$ cat src/rtl/sw_pkt_rr_arbiter.sv
// sw_pkt_rr_arbiter: packet-granular round-robin merge of NUM_PORTS Sop/Eop streams onto one registered egress.
module sw_pkt_rr_arbiter #(
  parameter int NUM_PORTS = 4,
  parameter int DATA_W    = 32,
  parameter int TIMEOUT   = 1024
) (
  input  logic                                   SysClk,
  input  logic                                   Rst_n,
  input  logic                                   CntClr,
  input  logic [NUM_PORTS-1:0]                   InValid,
  input  logic [NUM_PORTS-1:0]                   InSop,
  input  logic [NUM_PORTS-1:0]                   InEop,
  input  logic [NUM_PORTS-1:0][DATA_W-1:0]       InData,
  input  logic [NUM_PORTS-1:0][DATA_W/8-1:0]     InKeep,
  output logic [NUM_PORTS-1:0]                   InReady,
  input  logic                                   OutReady,
  output logic                                   OutValid,
  output logic                                   OutSop,
  output logic                                   OutEop,
  output logic [DATA_W-1:0]                      OutData,
  output logic [DATA_W/8-1:0]                    OutKeep,
  output logic [2:0]                             GrantId,
  output logic                                   ErrTimeout,
  output logic [15:0]                            OrphanCnt,
  output logic [15:0]                            OutPktCnt
);
  localparam int IW = $clog2(NUM_PORTS);
  localparam int WW = $clog2(TIMEOUT + 1);
  typedef enum logic {IDLE, LOCK} state_t;
  state_t state, state_d;
  logic [IW-1:0] grant, rr_ptr, pick, grant_nxt;
  logic [NUM_PORTS-1:0] cand, orph_vec;
  logic [WW-1:0] wd_cnt;
  logic pick_vld, stage_free, acc, acc_eop, wd_hit, orphan;
  assign stage_free = ~OutValid | OutReady;
  assign cand       = InValid & InSop;
  assign orph_vec   = InValid & ~InSop;
  assign orphan     = (state == IDLE) && |orph_vec;
  assign acc        = (state == LOCK) && InValid[grant] && stage_free;
  assign acc_eop    = acc && InEop[grant];
  assign wd_hit     = (state == LOCK) && !acc && (wd_cnt == WW'(TIMEOUT - 1));
  assign grant_nxt  = (grant == IW'(NUM_PORTS - 1)) ? '0 : grant + 1'b1;
  assign GrantId    = 3'(grant);
  // Scan downward so the lowest offset from rr_ptr wins, giving wrap-around priority.
  always_comb begin
    logic [IW:0] s;
    pick     = '0;
    pick_vld = 1'b0;
    s        = '0;
    for (int k = NUM_PORTS - 1; k >= 0; k--) begin
      s = {1'b0, rr_ptr} + (IW+1)'(k);
      s = (s >= (IW+1)'(NUM_PORTS)) ? s - (IW+1)'(NUM_PORTS) : s;
      if (cand[s[IW-1:0]]) begin
        pick     = s[IW-1:0];
        pick_vld = 1'b1;
      end
    end
  end
  always_ff @(posedge SysClk or negedge Rst_n)
    if (!Rst_n) state <= IDLE;
    else        state <= state_d;
  always_comb
    state_d = (state == IDLE) ? (pick_vld ? LOCK : IDLE) : ((acc_eop || wd_hit) ? IDLE : LOCK);
  always_comb
    InReady = (state == IDLE) ? orph_vec : (stage_free ? NUM_PORTS'(1) << grant : '0);
  always_ff @(posedge SysClk or negedge Rst_n)
    if (!Rst_n) begin
      grant      <= '0;
      rr_ptr     <= '0;
      wd_cnt     <= '0;
      ErrTimeout <= 1'b0;
    end else begin
      ErrTimeout <= wd_hit;
      if (state == IDLE && pick_vld) grant <= pick;
      if (acc_eop || wd_hit) rr_ptr <= grant_nxt;
      wd_cnt <= (state == IDLE || acc) ? '0 : wd_cnt + 1'b1;
    end
  always_ff @(posedge SysClk or negedge Rst_n)
    if (!Rst_n) begin
      OutValid <= 1'b0;
      OutSop   <= 1'b0;
      OutEop   <= 1'b0;
      OutData  <= '0;
      OutKeep  <= '0;
    end else if (acc) begin
      OutValid <= 1'b1;
      OutSop   <= InSop[grant];
      OutEop   <= InEop[grant];
      OutData  <= InData[grant];
      OutKeep  <= InKeep[grant];
    end else if (OutReady) begin
      OutValid <= 1'b0;
    end
  always_ff @(posedge SysClk or negedge Rst_n)
    if (!Rst_n) begin
      OrphanCnt <= '0;
      OutPktCnt <= '0;
    end else begin
      OrphanCnt <= CntClr ? '0 : OrphanCnt + 16'(orphan);
      OutPktCnt <= CntClr ? '0 : OutPktCnt + 16'(OutValid & OutReady & OutEop);
    end
endmodule

$ cat config.mk
export PLATFORM = sky130hd
export DESIGN_NAME = sw_pkt_rr_arbiter
export DESIGN_NICKNAME = d
export VERILOG_FILES = /design/src/rtl/sw_pkt_rr_arbiter.sv
export SDC_FILE = /design/constraint.sdc
export NUM_CORES = 1
export LEC_CHECK = 0
export CAP_MARGIN = 20
export CORE_UTILIZATION = 37
export CTS_CLUSTER_SIZE = 10
export DETAILED_ROUTE_END_ITERATION = 8
export PLACE_DENSITY = 0.77
export SYNTH_ARGS = -nofsm -noshare
export SYNTH_HDL_FRONTEND = slang
export SYNTH_SLANG_ARGS = --single-unit
$ cat constraint.sdc
create_clock -name SysClk -period 2 [get_ports SysClk]
set_input_delay 0.4 -clock SysClk [delete_from_list [all_inputs] [get_ports SysClk]]
set_output_delay 0.4 -clock SysClk [all_outputs]
set_load 0.01 [all_outputs]
==> summary.md <==
| Metric | Value |
|---|---|
| Switching power | 2.791 mW |
| Critical R2R Capture | rr_ptr[1] |
| Hold Fails Final Rpt | 0 |
| Outcome | finished with violations |
| Area growth from synthesis to final layout | 65.19% |
| Clock transition at the register clock pins on the worst setup and hold paths after CTS | 60 ps |
| H-tree lvl count | 3 |
| Wire length of the first global-routing pass | 22440 um |
| Design area | 8117 um^2 |
| Setup_tns | -2.137 ps |
| Post-route clock skew | 7.033 ps |
| Number of storage elements in the synthesis netlist | 88 |
| Vias in the first global route | 4541 |
| Standard-cell rows | 41 |
| Longest individual stage delay on the worst path | 520 ps |
| WP data required | 2220 ps |
| Violated checks | negative setup slack |
| Hold Crit Class | input pin to async pin |
| Category of the critical setup timing path | flop to flop |
| Max rail drop VDD | 0.5483 mV |
| Port Buffer Count | 237 |
| Crit path max-delay cell type | sky130_fd_sc_hd__mux4_2 |
| Final #Nets | 825 |
| Die W | 117.2 um |
| Unrepaired setup endpoints after global routing | true |
| Post-Synthesis Cell Area | 4913 um^2 |
| Number of sinks handled by clock tree synthesis | 88 |
| Sequential fraction of design power | 30.0% |
| Sum of net half-perimeters after detailed placement | 11000 um |
| Most common library cell in the layout ignoring fill and taps | sky130_fd_sc_hd__clkdlybuf4s50_1 |
| CP Buf/Inv Count | 1 |
| Number of flops mapped to enable cells by yosys | 0 |
| Worst r2r src | grant[0] |
| Pin count of the biggest net entering global routing | 40 |
| Max-slew violation count | 0 |
| Flop2flop setup slack | -2 ps |
| Cell-by-cell trace of the critical path | buf_4 -> mux4_2 -> and4_4 -> a31oi_4 -> mux2_2 |
| Total instance count after detailed placement | 807 |
| Number of maximum-capacitance constraint violations | 0 |
| Power density normalized to cell area | 1085 nW/um^2 |
| DRC violations left | 0 |
| Syn_nets | 562 |
| Distinct cell type count of the synthesized netlist | 39 |
| Share of synthesized registers carrying an async set or reset | 100.0% |
| Initial Utilization | 38.47% |
| Vertical extent of the die | 117.2 um |
| Worst r2r path cells | 5 |
| Layout Cells excl Fill | 836 |
| Combinational power share | 51.6% |
| Largest driver fanout on the critical path | 7 |
| CP top delay family | multiplexers |
| GRT Util Overall | 21.70% |
| Worst-skew pair later-pin latency | 340 ps |
| CTS buffer count | 9 |
| Final worst-path setup slack | -2.137 ps |
| Vias per cell | 5.171 |
| Number of antenna violations at the first check in global routing | 3 |
| Total number of yosys warnings | 0 |
| Cts-stage hold buffer count | 0 |
| Layout cells sized above 1 | 24.36% |
| Routed WL | 14270 um |
| Finish-stage setup viols | 1 |
| Final global-route overflow total | 0 |
| Slew of the pin with the lowest slew margin | 521.8 ps |
| Number of vias in the routed layout | 4323 |
| Relative slew slack | 65.22% |
| Mean instance size in the synthesized netlist | 12.50 um^2 |
| Area of the core | 12770 um^2 |
| Share of the yosys chip area belonging to registers | 44.82% |
| Net switching share of the total power | 31.70% |
| Critical Path End Type | flop |
| Instance area at placement | 7626 um^2 |
| Clock tree from TritonCTS | built |
| Post-layout minimum cycle time | 2002 ps |
| Cell Int Power | 6.013 mW |
| Maximum buffer depth of the clock tree | 2 |
| Clock Power Share | 18.4% |
| Placer Congestion | 0.8077 |
| Critical Path Source Type | flop |
| Drt pass-1 iters | 4 |
| Routed wire per std cell | 17.07 um |
| Leading register cell type out of synthesis | sky130_fd_sc_hd__dfrtp_1 |
| Number of top-level design ports | 239 |
| Top library cells by usage in the layout, fill and taps aside | sky130_fd_sc_hd__clkdlybuf4s50_1, sky130_fd_sc_hd__dfrtp_1, sky130_fd_sc_hd__mux2_2 |
| Leakage power of the design | 3.284 nW |
| CP arrival | 2220 ps |
| Achievable clock frequency | 0.4995 GHz |
| Final period utilization | 100.1% |
| Area enclosed by the die boundary | 13740 um^2 |
| Initial detailed-routing violation count | 284 |
| Clock root buffer | sky130_fd_sc_hd__clkbuf_16 |
| Synth Instances | 393 |
| Count of nets left with antenna violations after detail routing | 0 |
final cells by class:
class	count	area, um^2
fillers	1016	4657
repair buffers	276	2724
multi-input cells	278	2663
flip-flops and latches	88	2205
clock buffers	11	252.7
well taps	172	215.2
clock inverters	5	38.79
inverters	3	11.26
diodes	3	7.507
cell families (layout without fill, tap and decap cells):
logic type	after synthesis	count (layout)	synth area share [%]
compound gates	33	33	4.278
xor+xnor	29	29	5.169
fa+ha+maj	9	9	2.292
buf+inv	27	295	2.877
flops	88	88	44.82
mux	79	79	27.04
other cells	1	4	0.07632
simple gates	127	127	13.45
flip-flops by register name, summed over array words and instances, names as in the netlist, 2 cells and up:
| register | count |
|---|---|
| wd_cnt | 11 |
| OutPktCnt | 16 |
| OrphanCnt | 16 |
| OutKeep | 4 |
| grant | 2 |
| OutData | 32 |
| rr_ptr | 2 |
routing by layer:
metal	vias to the layer above	share of wire, %	global-route usage, %
met5	-	0	0
met4	0	1.4	6.245
met3	17	6.6	4.583
met2	189	54	38.86
met1	2128	38	26.25
li1	1989	-	-
Yosys cell counts, types with 2 or more instances:
| cell type | n | area, um^2 |
|---|---|---|
| sky130_fd_sc_hd__ha_1 | 9 | 112.6 |
| sky130_fd_sc_hd__nand4_1 | 16 | 100.1 |
| sky130_fd_sc_hd__nor2_1 | 35 | 131.4 |
| sky130_fd_sc_hd__nor2b_1 | 3 | 18.77 |
| sky130_fd_sc_hd__mux4_2 | 39 | 878.3 |
| sky130_fd_sc_hd__buf_4 | 3 | 22.52 |
| sky130_fd_sc_hd__and4_1 | 3 | 26.28 |
| sky130_fd_sc_hd__xor2_1 | 21 | 183.9 |
| sky130_fd_sc_hd__clkbuf_1 | 12 | 45.04 |
| sky130_fd_sc_hd__a21o_1 | 2 | 15.01 |
| sky130_fd_sc_hd__nand2b_1 | 6 | 37.54 |
| sky130_fd_sc_hd__o21ai_0 | 14 | 70.07 |
| sky130_fd_sc_hd__nor3_1 | 3 | 15.01 |
| sky130_fd_sc_hd__nand3_1 | 16 | 80.08 |
| sky130_fd_sc_hd__xnor2_1 | 8 | 70.07 |
| sky130_fd_sc_hd__buf_2 | 5 | 25.02 |
| sky130_fd_sc_hd__nand2_1 | 19 | 71.32 |
| sky130_fd_sc_hd__mux2_2 | 40 | 450.4 |
| sky130_fd_sc_hd__and2_1 | 5 | 31.28 |
| sky130_fd_sc_hd__inv_1 | 3 | 11.26 |
| sky130_fd_sc_hd__dfrtp_1 | 88 | 2202 |
| sky130_fd_sc_hd__a41oi_1 | 2 | 17.52 |
| sky130_fd_sc_hd__or3_1 | 8 | 50.05 |
| sky130_fd_sc_hd__a21oi_1 | 9 | 45.04 |
| sky130_fd_sc_hd__and3_1 | 8 | 50.05 |
| sky130_fd_sc_hd__buf_6 | 3 | 33.78 |
per-stage QoR:
step / setup slack, ps / total power [mW] / hold slack (ps) / util (%)
floorplan: 5.257 / 5.030 / 104.4 / -
global placement: -430.3 / 6.844 / 406.9 / 59.70
detailed placement: -504.7 / 6.987 / 413.4 / 59.70
CTS: 8.234 / 8.878 / 40.01 / 63.09
global route: -67.47 / 9.339 / 71.30 / 63.52
finish: -2.137 / 8.804 / 35.77 / 63.54
how the worst max path moves through the flow:
stage	slack (ps)	cells past startpoint	from	endpoint
floorplan	5	8	state	OrphanCnt[13]
global placement	-430	8	InSop[2]	OrphanCnt[13]
detailed placement	-500	8	InSop[2]	OrphanCnt[13]
CTS	8	5	grant[0]	rr_ptr[1]
global route	-70	5	grant[0]	rr_ptr[1]
finish	-2	5	grant[0]	rr_ptr[1]
repair_timing:
action                     4_1_cts  5_1_grt
setup endpoints to repair       16       62
gates resized for setup         21       24
gates cloned                     1        0
pin swaps                        2        2
setup buffers                    9        1
power by group through the flow:
stage | Clock (mW) | Sequential, mW | Combinational (mW)
5_1_grt | 1.75 | 2.72 | 4.87
3_3_place_gp | 0 | 2.64 | 4.21
2_1_floorplan | 0 | 2.79 | 2.24
6_report | 1.62 | 2.64 | 4.54
3_5_place_dp | 0 | 2.67 | 4.31
4_1_cts | 1.68 | 2.63 | 4.57
Note: power is estimated with default switching activity, not from simulation.
